--- src/rtl/clk_div_nch.sv ---
// clk_div_nch
//   Multi-channel programmable clock divider. Each of NCH channels divides
//   clock_out1 by its own ratio N (2..2^DW-1), starting from a programmable
//   phase. Ratio/phase updates and disables only take effect at a period
//   boundary, so outputs never produce runt pulses. sync_in realigns every
//   running channel to its phase.
//
// Ports
//   clock_out1  fast source clock (rising edge)
//   rst_n       asynchronous active-low reset
//   cfg_valid   configuration request
//   cfg_ready   low while the addressed channel has an update pending
//   cfg_ch      target channel
//   cfg_div     divide ratio N
//   cfg_phase   counter start value
//   cfg_err     one-cycle pulse after a rejected request
//   en          per-channel run enable (level)
//   sync_in     one-cycle realign pulse
//   clk_out     derived clocks (flop outputs)
//   active      channel running
module clk_div_nch #(
  parameter int NCH = 4,
  parameter int DW  = 8,
  parameter int CW  = (NCH > 1) ? $clog2(NCH) : 1
) (
  input  logic           clock_out1,
  input  logic           rst_n,
  input  logic           cfg_valid,
  output logic           cfg_ready,
  input  logic [CW-1:0]  cfg_ch,
  input  logic [DW-1:0]  cfg_div,
  input  logic [DW-1:0]  cfg_phase,
  output logic           cfg_err,
  input  logic [NCH-1:0] en,
  input  logic           sync_in,
  output logic [NCH-1:0] clk_out,
  output logic [NCH-1:0] active
);

  typedef enum logic {ST_IDLE = 1'b0, ST_RUN = 1'b1} state_e;

  localparam int          NSEL  = 1 << CW;
  localparam logic [CW:0] NCH_W = (CW + 1)'(NCH);

  logic [NCH-1:0]  pending;
  logic [NSEL-1:0] pend_pad;
  logic            ch_ok;
  logic            div_ok;
  logic            cfg_take;
  logic            cfg_store;
  logic            cfg_reject;

  // Unpopulated channel numbers read as "not pending", so an out-of-range
  // request is taken and then rejected rather than stalling forever.
  always_comb begin
    pend_pad          = '0;
    pend_pad[NCH-1:0] = pending;
  end

  assign cfg_ready  = ~pend_pad[cfg_ch];
  assign ch_ok      = ({1'b0, cfg_ch} < NCH_W);
  assign div_ok     = (cfg_div >= DW'(2));
  assign cfg_take   = cfg_valid & cfg_ready;
  assign cfg_store  = cfg_take & ch_ok & div_ok;
  assign cfg_reject = cfg_take & ~(ch_ok & div_ok);

  always_ff @(posedge clock_out1 or negedge rst_n) begin
    if (!rst_n) cfg_err <= 1'b0;
    else        cfg_err <= cfg_reject;
  end

  for (genvar i = 0; i < NCH; i++) begin : g_ch
    state_e        st;
    state_e        st_n;
    logic [DW-1:0] cnt;
    logic [DW-1:0] div_act;
    logic [DW-1:0] ph_act;
    logic [DW-1:0] div_pend;
    logic [DW-1:0] ph_pend;
    logic [DW-1:0] cnt_n;
    logic [DW-1:0] div_n;
    logic [DW-1:0] ph_n;
    logic [DW-1:0] ph_eff_n;
    logic [DW:0]   hi_n;
    logic          pend_q;
    logic          clk_q;
    logic          apply;
    logic          wrap;
    logic          sel;

    assign sel  = (cfg_ch == CW'(i));
    assign wrap = (cnt == div_act - DW'(1));

    // Next-state: decide whether a pending update lands this cycle, then
    // derive the counter from the ratio/phase that will be in force.
    always_comb begin
      apply = 1'b0;
      st_n  = st;
      case (st)
        ST_IDLE: begin
          apply = pend_q;
          if (en[i]) st_n = ST_RUN;
        end
        ST_RUN: begin
          if (sync_in) begin
            apply = pend_q;
          end else if (wrap) begin
            apply = pend_q;
            if (!en[i]) st_n = ST_IDLE;
          end
        end
        default: ;
      endcase

      div_n    = apply ? div_pend : div_act;
      ph_n     = apply ? ph_pend  : ph_act;
      ph_eff_n = (ph_n < div_n) ? ph_n : '0;
      hi_n     = ({1'b0, div_n} + (DW + 1)'(1)) >> 1;

      if (st == ST_IDLE || sync_in || st_n == ST_IDLE) cnt_n = ph_eff_n;
      else if (wrap)                                   cnt_n = '0;
      else                                             cnt_n = cnt + DW'(1);
    end

    always_ff @(posedge clock_out1 or negedge rst_n) begin
      if (!rst_n) begin
        st       <= ST_IDLE;
        cnt      <= '0;
        div_act  <= DW'(2);
        ph_act   <= '0;
        div_pend <= DW'(2);
        ph_pend  <= '0;
        pend_q   <= 1'b0;
        clk_q    <= 1'b0;
      end else begin
        st      <= st_n;
        cnt     <= cnt_n;
        div_act <= div_n;
        ph_act  <= ph_n;
        // Output is computed from the counter value being written, so the
        // flop output lines up with cnt.
        clk_q   <= (st_n == ST_RUN) && ({1'b0, cnt_n} < hi_n);
        if (apply) begin
          pend_q <= 1'b0;
        end else if (cfg_store && sel) begin
          pend_q   <= 1'b1;
          div_pend <= cfg_div;
          ph_pend  <= cfg_phase;
        end
      end
    end

    assign clk_out[i] = clk_q;
    assign active[i]  = (st == ST_RUN);
    assign pending[i] = pend_q;
  end

endmodule

--- config.mk ---
export PLATFORM = sky130hd
export DESIGN_NAME = clk_div_nch
export DESIGN_NICKNAME = d
export VERILOG_FILES = /design/src/rtl/clk_div_nch.sv
export SDC_FILE = /design/constraint.sdc
export NUM_CORES = 1
export LEC_CHECK = 0
export ABC_AREA = 0
export BUFFER_PORTS_ARGS = -buffer_cell sky130_fd_sc_hd__buf_2
export CAP_MARGIN = 20
export CORE_ASPECT_RATIO = 1.2
export CORE_MARGIN = 1
export CORE_UTILIZATION = 35
export DETAILED_ROUTE_END_ITERATION = 12
export HOLD_SLACK_MARGIN = 0.03
export PLACE_DENSITY = 0.49
export SLEW_MARGIN = 20
export SYNTH_ARGS = -nofsm -noshare
export SYNTH_HDL_FRONTEND = slang
export SYNTH_SLANG_ARGS = --single-unit
--- constraint.sdc ---
create_clock -name clock_out1 -period 5.3 [get_ports clock_out1]
set_input_delay 1.06 -clock clock_out1 [delete_from_list [all_inputs] [get_ports clock_out1]]
set_output_delay 1.06 -clock clock_out1 [all_outputs]
set_load 0.02 [all_outputs]
==> results of run 1 <==
flip-flops by register name (all words and copies together) (netlist names):
name           cells
g_ch.cnt          32
g_ch.div_act      32
g_ch.div_pend     32
g_ch.ph_act       32
g_ch.ph_pend      32
g_ch.clk_q         4
g_ch.pend_q        4
g_ch.st            4
cfg_err            1
report_power, final:
part	switching [µW]	total [µW]	internal [µW]	leakage, µW
logic	2080	3920	1840	0.00305
clock network	563	1320	759	0.000296
registers	503	2370	1870	0.00208
cell usage in the layout, fill, tap and decap left out, types with 12 or more instances in the layout:
master	count
a21oi_1	32
and3_1	18
buf_2	34
buf_4	69
clkbuf_16	17
dfrtp_1	164
ha_1	64
inv_1	74
mux2_2	85
mux2i_1	36
nand2_1	44
nand3_1	39
nand4_1	12
nor2_1	43
nor2b_1	16
nor3_1	19
o21ai_0	50
o22ai_1	13
xnor2_1	49
xor2_1	36
metal layers:
metal | vias up | track usage, % | part of all wire (%)
met3 | 26 | 3.10 | 3.1
met5 | - | 0 | 0.045
met1 | 3714 | 24.1 | 45
li1 | 3690 | - | -
met2 | 101 | 31.7 | 50
met4 | 2 | 4.96 | 1.5
kinds of logic (layout without fill, tap and decap cells):
group / after synthesis / in the layout
simple gates: 238 / 238
compound gates: 181 / 182
flops: 173 / 173
mux: 125 / 125
buf+inv: 118 / 215
xor+xnor: 85 / 85
fa+ha+maj: 66 / 66
other cells: 0 / 1
area by class of cell:
cell class	instances	area, µm²	area share (%)
antenna	1	2.50	0.0209
clock buffer	19	443	3.69
clock inverter	13	163	1.36
inverter	78	293	2.44
multi-input combinational	696	5550	46.3
sequential	173	4340	36.2
tap	385	482	4.02
timing repair buffer	105	722	6.02
metrics by stage:
step	TNS (ns)	total power (µW)	hold slack [ns]	util, %	instance area, µm²
after floorplan	0	4960	0.471	-	10300
after global placement	-0.0750	6190	0.490	39.1	11200
after detailed placement	-0.0718	6200	0.493	39.1	11200
after CTS	0	7560	0.508	41.2	11800
after global routing	0	8250	0.522	41.7	12000
final	0	7610	0.506	41.7	12000
path summary, 6_finish.rpt:
check	end	slack (ns)	cells after the start
max	g_ch[3].clk_q	0.25	23
min	g_ch[3].ph_pend[3]	0.51	1
max reg2reg	g_ch[3].clk_q	0.25	23
min reg2reg	g_ch[3].ph_pend[3]	0.51	1
max in group asynchronous	g_ch[3].div_act[1]	3.47	2
min in group asynchronous	g_ch[0].clk_q	0.73	1
what timing repair did:
item,in CTS,in global routing
buffers inserted,0,5
resized for setup,0,21
setup endpoints to repair,0,4
==> reports/qor.yml, run 1 <==
timing:
  slew_headroom_pct: 34.5
  finalCriticalPeriod_ns: 5.05
  setup_slack_ns: 0.250
  slew_violations: 0
  clock.fmax_ghz: 0.198
  rsz0062_at_grt: "no"
  worst_slew_pin_slew_ns: 0.982
  setup_viol: 0
  report.final.hold_viol_count: 0
  skew_ns: 0.0128
  period_share_pct: 95.3
worst_setup_path:
  worst-setup-path-type: "flip-flop to flip-flop"
  critPathArrivalTime_ns: 5.40
  path_cells: "inv_2, ha_1, inv_1, a211o_1, a211oi_1, buf_4, a21oi_1, nor4_4, buf_12, mux2_2, ha_1, and4_1, nand2_1, a221oi_2, mux2i_2, o2111ai_4, nand2b_1, o21ai_0, ha_1, a21o_1, a21oi_1, o211ai_1, a21oi_1"
  regToRegStartpoint: "g_ch[3].div_act[0]"
  endpoint_kind: "flip-flop"
  crit_buf_inv: 4
  start_kind: "flip-flop"
  slowest_stage: "dfrtp_1"
  worst-path-max-fanout: 17
  cp.required_ns: 5.65
  crit_start: "g_ch[3].div_act[0]"
  slowest_delay_ns: 0.45
  path_delay_family: "compound AO/OA/AOI/OAI gates"
synth:
  synth_edf_count: 0
  synth_area_mm2: 0.0103
  yosys_most_used_dff: "dfrtp_1"
  synth_warnings: 0
  synth.most_common_cell: "dfrtp_1"
  synth_area_per_cell_um2: 10.4
  synthAdderAreaFrac_pct: 8.00
  synthXorXnorAreaFrac_pct: 7.26
  synth.mux.area_fraction_pct: 13.4
  synth-simple-area-share_pct: 12.4
  ys_seq_area_share_pct: 42.3
  synth_top_family_by_area: "multiplexers"
  synth_top_area_share_pct: 40.2
  yosys-top-cells-area: "dfrtp_1 40%, mux2_2 9.4%, ha_1 7.8%, xnor2_1 4.2%, mux2i_1 3.6%"
  synth-async-reset-ratio_pct: 100
  synth_top_cell_by_area: "dfrtp_1"
  synth_cells: 986
  yosysUniqueCellTypes: 76
  yosys-top-cells-count: "165 x dfrtp_1, 86 x mux2_2, 75 x inv_1"
  ys_ff_latch: 173
  synth-compound-area-share_pct: 11.8
  synth_nets: 1076
pwr:
  vdd_ir_drop_max_uv: 244
  p_leak_uw: 0.00543
  power_density_mw_per_mm2: 635
clock_network:
  cts_tree: "done"
  htreeDepth: 4
  clock_path_buffers: 2
  clk_pin_slew_worst_paths_ns: 0.07
  cts_root_buf: "clkbuf_16"
  holdBufCountCts: 0
  clk_latency_ns: 0.44
  numCtsBuffers: 17
  cts_sinks: 173
place:
  post-dp-hpwl_um: 20400
  place_inst: 1431
  port_buffers: 35
  post-place-ws_ns: -0.0718
  gp_congestion: 0.872
route:
  first_pass_iters: 4
  viasPerCell: 5.12
  drt_iter0_markers: 397
  vias: 7533
  drc: 0
  routed_wire_length_per_instance_um: 18.1
  routed_wl_um: 26500
  ant_nets: 0
hold_path:
  min_from: "g_ch[3].ph_pend[3]"
  hold_path_class: "flip-flop to flip-flop"
grt:
  antenna_found_initial: 2
  grt_pass1_wl_um: 42500
  grt_overflow: 0
  grt_max_degree: 115
  grt_usage_pct: 18.6
  grt_pass1_vias: 7700
floorplanning:
  design.core.area_mm2: 0.0288
  die_h_um: 190
  die_area_mm2: 0.0300
  io_pins: 36
  initial_core_util_pct: 35.7
  rows: 68
  die_w_um: 158
status:
  status: "finished clean"
final_layout:
  fillers: 2855
  instances_no_fill: 1470
  area_growth_pct: 16.9
  drive_gt1_share_pct: 25.1
  nets: 1161
run:
  cap_viol_max_count: 0
Note: power is estimated with default switching activity, not from simulation.
==> run 2, diff against run 1 <==
--- a/config.mk
+++ b/config.mk
@@ -5,7 +5,7 @@
 export SDC_FILE = /design/constraint.sdc
 export NUM_CORES = 1
 export LEC_CHECK = 0
-export ABC_AREA = 0
+export ABC_AREA = 1
 export BUFFER_PORTS_ARGS = -buffer_cell sky130_fd_sc_hd__buf_2
 export CAP_MARGIN = 20
 export CORE_ASPECT_RATIO = 1.2
==> run 2 against run 1 <==
  * Sequential power shrank 3%
  * Largest power group unchanged
  * Largest cell class unchanged
  * Synthesized cell count is 29% higher
  * Global-route usage is 0.44 points lower
==> reports/qor.yml, run 2 <==
status:
  status: "finished clean"
timing:
  setup_viol: 0
  finalCriticalPeriod_ns: 4.59
  rsz0062_at_grt: "no"
  period_share_pct: 86.7
  report.final.hold_viol_count: 0
  slew_violations: 0
  hold_slack_ns: 0.487
  clock.fmax_ghz: 0.218
  slew_headroom_pct: 31.2
  skew_ns: 0.0119
  worst_slew_pin_slew_ns: 1.03
  tns_ns: 0
final_layout:
  fillers: 3017
  multiInputGateArea_mm2: 0.00503
  drive_gt1_share_pct: 12.0
  area_growth_pct: 10.6
  final_common_cell: "nand2_1"
  register_area_mm2: 0.00434
  antenna_cells: 0
  layout_common_cells: "354 x nand2_1, 165 x dfrtp_1, 155 x inv_1, 93 x o21ai_0, 78 x nor2_1"
  nets: 1388
synth:
  synth-async-reset-ratio_pct: 100
  synth_edf_count: 0
  yosys-top-cells-area: "dfrtp_1 41%, nand2_1 13%, ha_1 7.9%, inv_1 5.7%, o21ai_0 4.6%"
  yosys-top-cells-count: "354 x nand2_1, 165 x dfrtp_1, 155 x inv_1"
  synth_top_area_share_pct: 40.6
  synth_area_mm2: 0.0102
  synth.most_common_cell: "nand2_1"
  synth_nets: 1359
  yosysUniqueCellTypes: 48
  synth_top_cell_by_area: "dfrtp_1"
  yosys_most_used_dff: "dfrtp_1"
  synth_warnings: 0
  ys_ff_latch: 173
  synth_area_per_cell_um2: 8.02
  synth_cells: 1269
  ys_seq_area_share_pct: 42.6
route:
  wl_met1_um: 11700
  route.met3.wl_um: 592
  highest_layer: "met4"
  viasPerCell: 4.63
  vias: 7853
  drt_iter0_markers: 295
  ant_nets: 0
  routed_wire_length_per_instance_um: 14.6
  first_pass_iters: 5
  drc: 0
  met2WireLength_um: 12200
  routed_wl_um: 24800
grt:
  grt_usage_pct: 18.1
  grt_overflow: 0
  grt_pass1_vias: 7987
  antenna_found_initial: 0
  grt_pass1_wl_um: 41400
  grt_max_degree: 110
clock_network:
  cts_sinks: 173
  cts_resized: 0
  clock_path_buffers: 2
  cts_root_buf: "clkbuf_16"
  clk_latency_ns: 0.43
  numCtsBuffers: 17
  holdBufCountCts: 0
  clk_pin_slew_worst_paths_ns: 0.07
  post_cts.repair.setup_buffers: 0
  cts_tree: "done"
  htreeDepth: 4
floorplanning:
  initial_core_util_pct: 35.5
  io_pins: 36
  die_h_um: 189
  die_w_um: 158
  rows: 68
  design.core.area_mm2: 0.0287
  die_area_mm2: 0.0298
pwr:
  p_leak_uw: 0.00572
  vdd_ir_drop_max_uv: 260
  power_density_mw_per_mm2: 626
worst_setup_path:
  slowest_stage: "dfstp_2"
  start_kind: "flip-flop"
  worst_path_most_repeated_cell: "nand2_1"
  endpoint_kind: "flip-flop"
  cp.required_ns: 5.67
  worst-path-max-fanout: 22
  worst-setup-path-type: "flip-flop to flip-flop"
  slowest_delay_ns: 0.54
  critPathArrivalTime_ns: 4.96
hold_path:
  hold_path_class: "flip-flop to flip-flop"
place:
  post-dp-hpwl_um: 19300
  gp_congestion: 0.833
  port_buffers: 35
run:
  cap_viol_max_count: 0
## run 2: cell count changes after synthesis, sizes merged, moves of 37 or more
| cell | delta |
|---|---|
| nand2 | +333 |
| mux2 | -86 |
| o21ai | +60 |
| mux2i | -37 |
| nor2 | +38 |
| inv | +89 |
## run 2: cell type report
| cell class | instances | share of cell area, % |
|---|---|---|
| Inverter | 168 | 5.61 |
| Sequential cell | 173 | 38.5 |
| Tap cell | 385 | 4.28 |
| Clock buffer | 18 | 3.81 |
| Multi-Input combinational cell | 898 | 44.7 |
| Timing Repair Buffer | 40 | 1.97 |
| Clock inverter | 14 | 1.13 |
## run 2: metrics by stage
step	total power, µW	instance area [µm²]	setup slack, ns	instances	utilization (%)
detailed placement	5910	10700	0.543	1664	37.3
floorplan	5040	10200	1.34	1269	-
global route	7880	11300	0.125	1696	39.3
global placement	5860	10700	0.559	1664	37.3
CTS	7160	11300	0.674	1696	39.3
finish	7050	11300	0.706	1696	39.3
## run 2: cell families (layout without fill, tap and decap cells)
| family | count (synthesis) | after routing | share of synthesized area, % |
|---|---|---|---|
| AOI/OAI and AO/OA | 175 | 175 | 9.84 |
| buffers and inverters | 198 | 240 | 8.00 |
| DFF | 173 | 173 | 42.6 |
| and+or+nand+nor | 596 | 596 | 26.1 |
| xor gates and xnor gates | 62 | 62 | 5.47 |
| adders and majority gates | 64 | 64 | 7.87 |
| muxes | 1 | 1 | 0.0983 |
## run 2: power by group
part	leakage, µW	switching, µW	internal, µW
Combinational	0.00333	2190	1350
Clock	0.000262	589	621
Sequential	0.00213	421	1880
Total	0.00572	3200	3860
## run 2: worst paths after layout
check	start	to	slack, ns	depth (start not counted)
max	g_ch[1].div_act[1]	g_ch[1].clk_q	0.71	27
min	g_ch[3].div_pend[0]	g_ch[3].div_pend[0]	0.49	2
max reg2reg	g_ch[1].div_act[1]	g_ch[1].clk_q	0.71	27
min reg2reg	g_ch[3].div_pend[0]	g_ch[3].div_pend[0]	0.49	2
max in group asynchronous	rst_n	g_ch[2].div_pend[1]	3.47	2
min in group asynchronous	rst_n	g_ch[0].div_act[6]	0.73	1
## run 2: layer usage
layer,GRT usage (%),vias to the layer above
li1,-,4115
met1,23.3,3642
met2,31.1,77
met3,2.99,19
met4,5.08,0
met5,0,-
## run 2: critical path: cells and delay by family, from the launching register on
family,cells,cell delay [ns]
and+or+nand+nor,15,1.68
xor gates and xnor gates,1,0.23
buffers and inverters,4,0.37
AOI/OAI and AO/OA,4,0.87
adders and majority gates,3,0.82
DFF,1,0.54
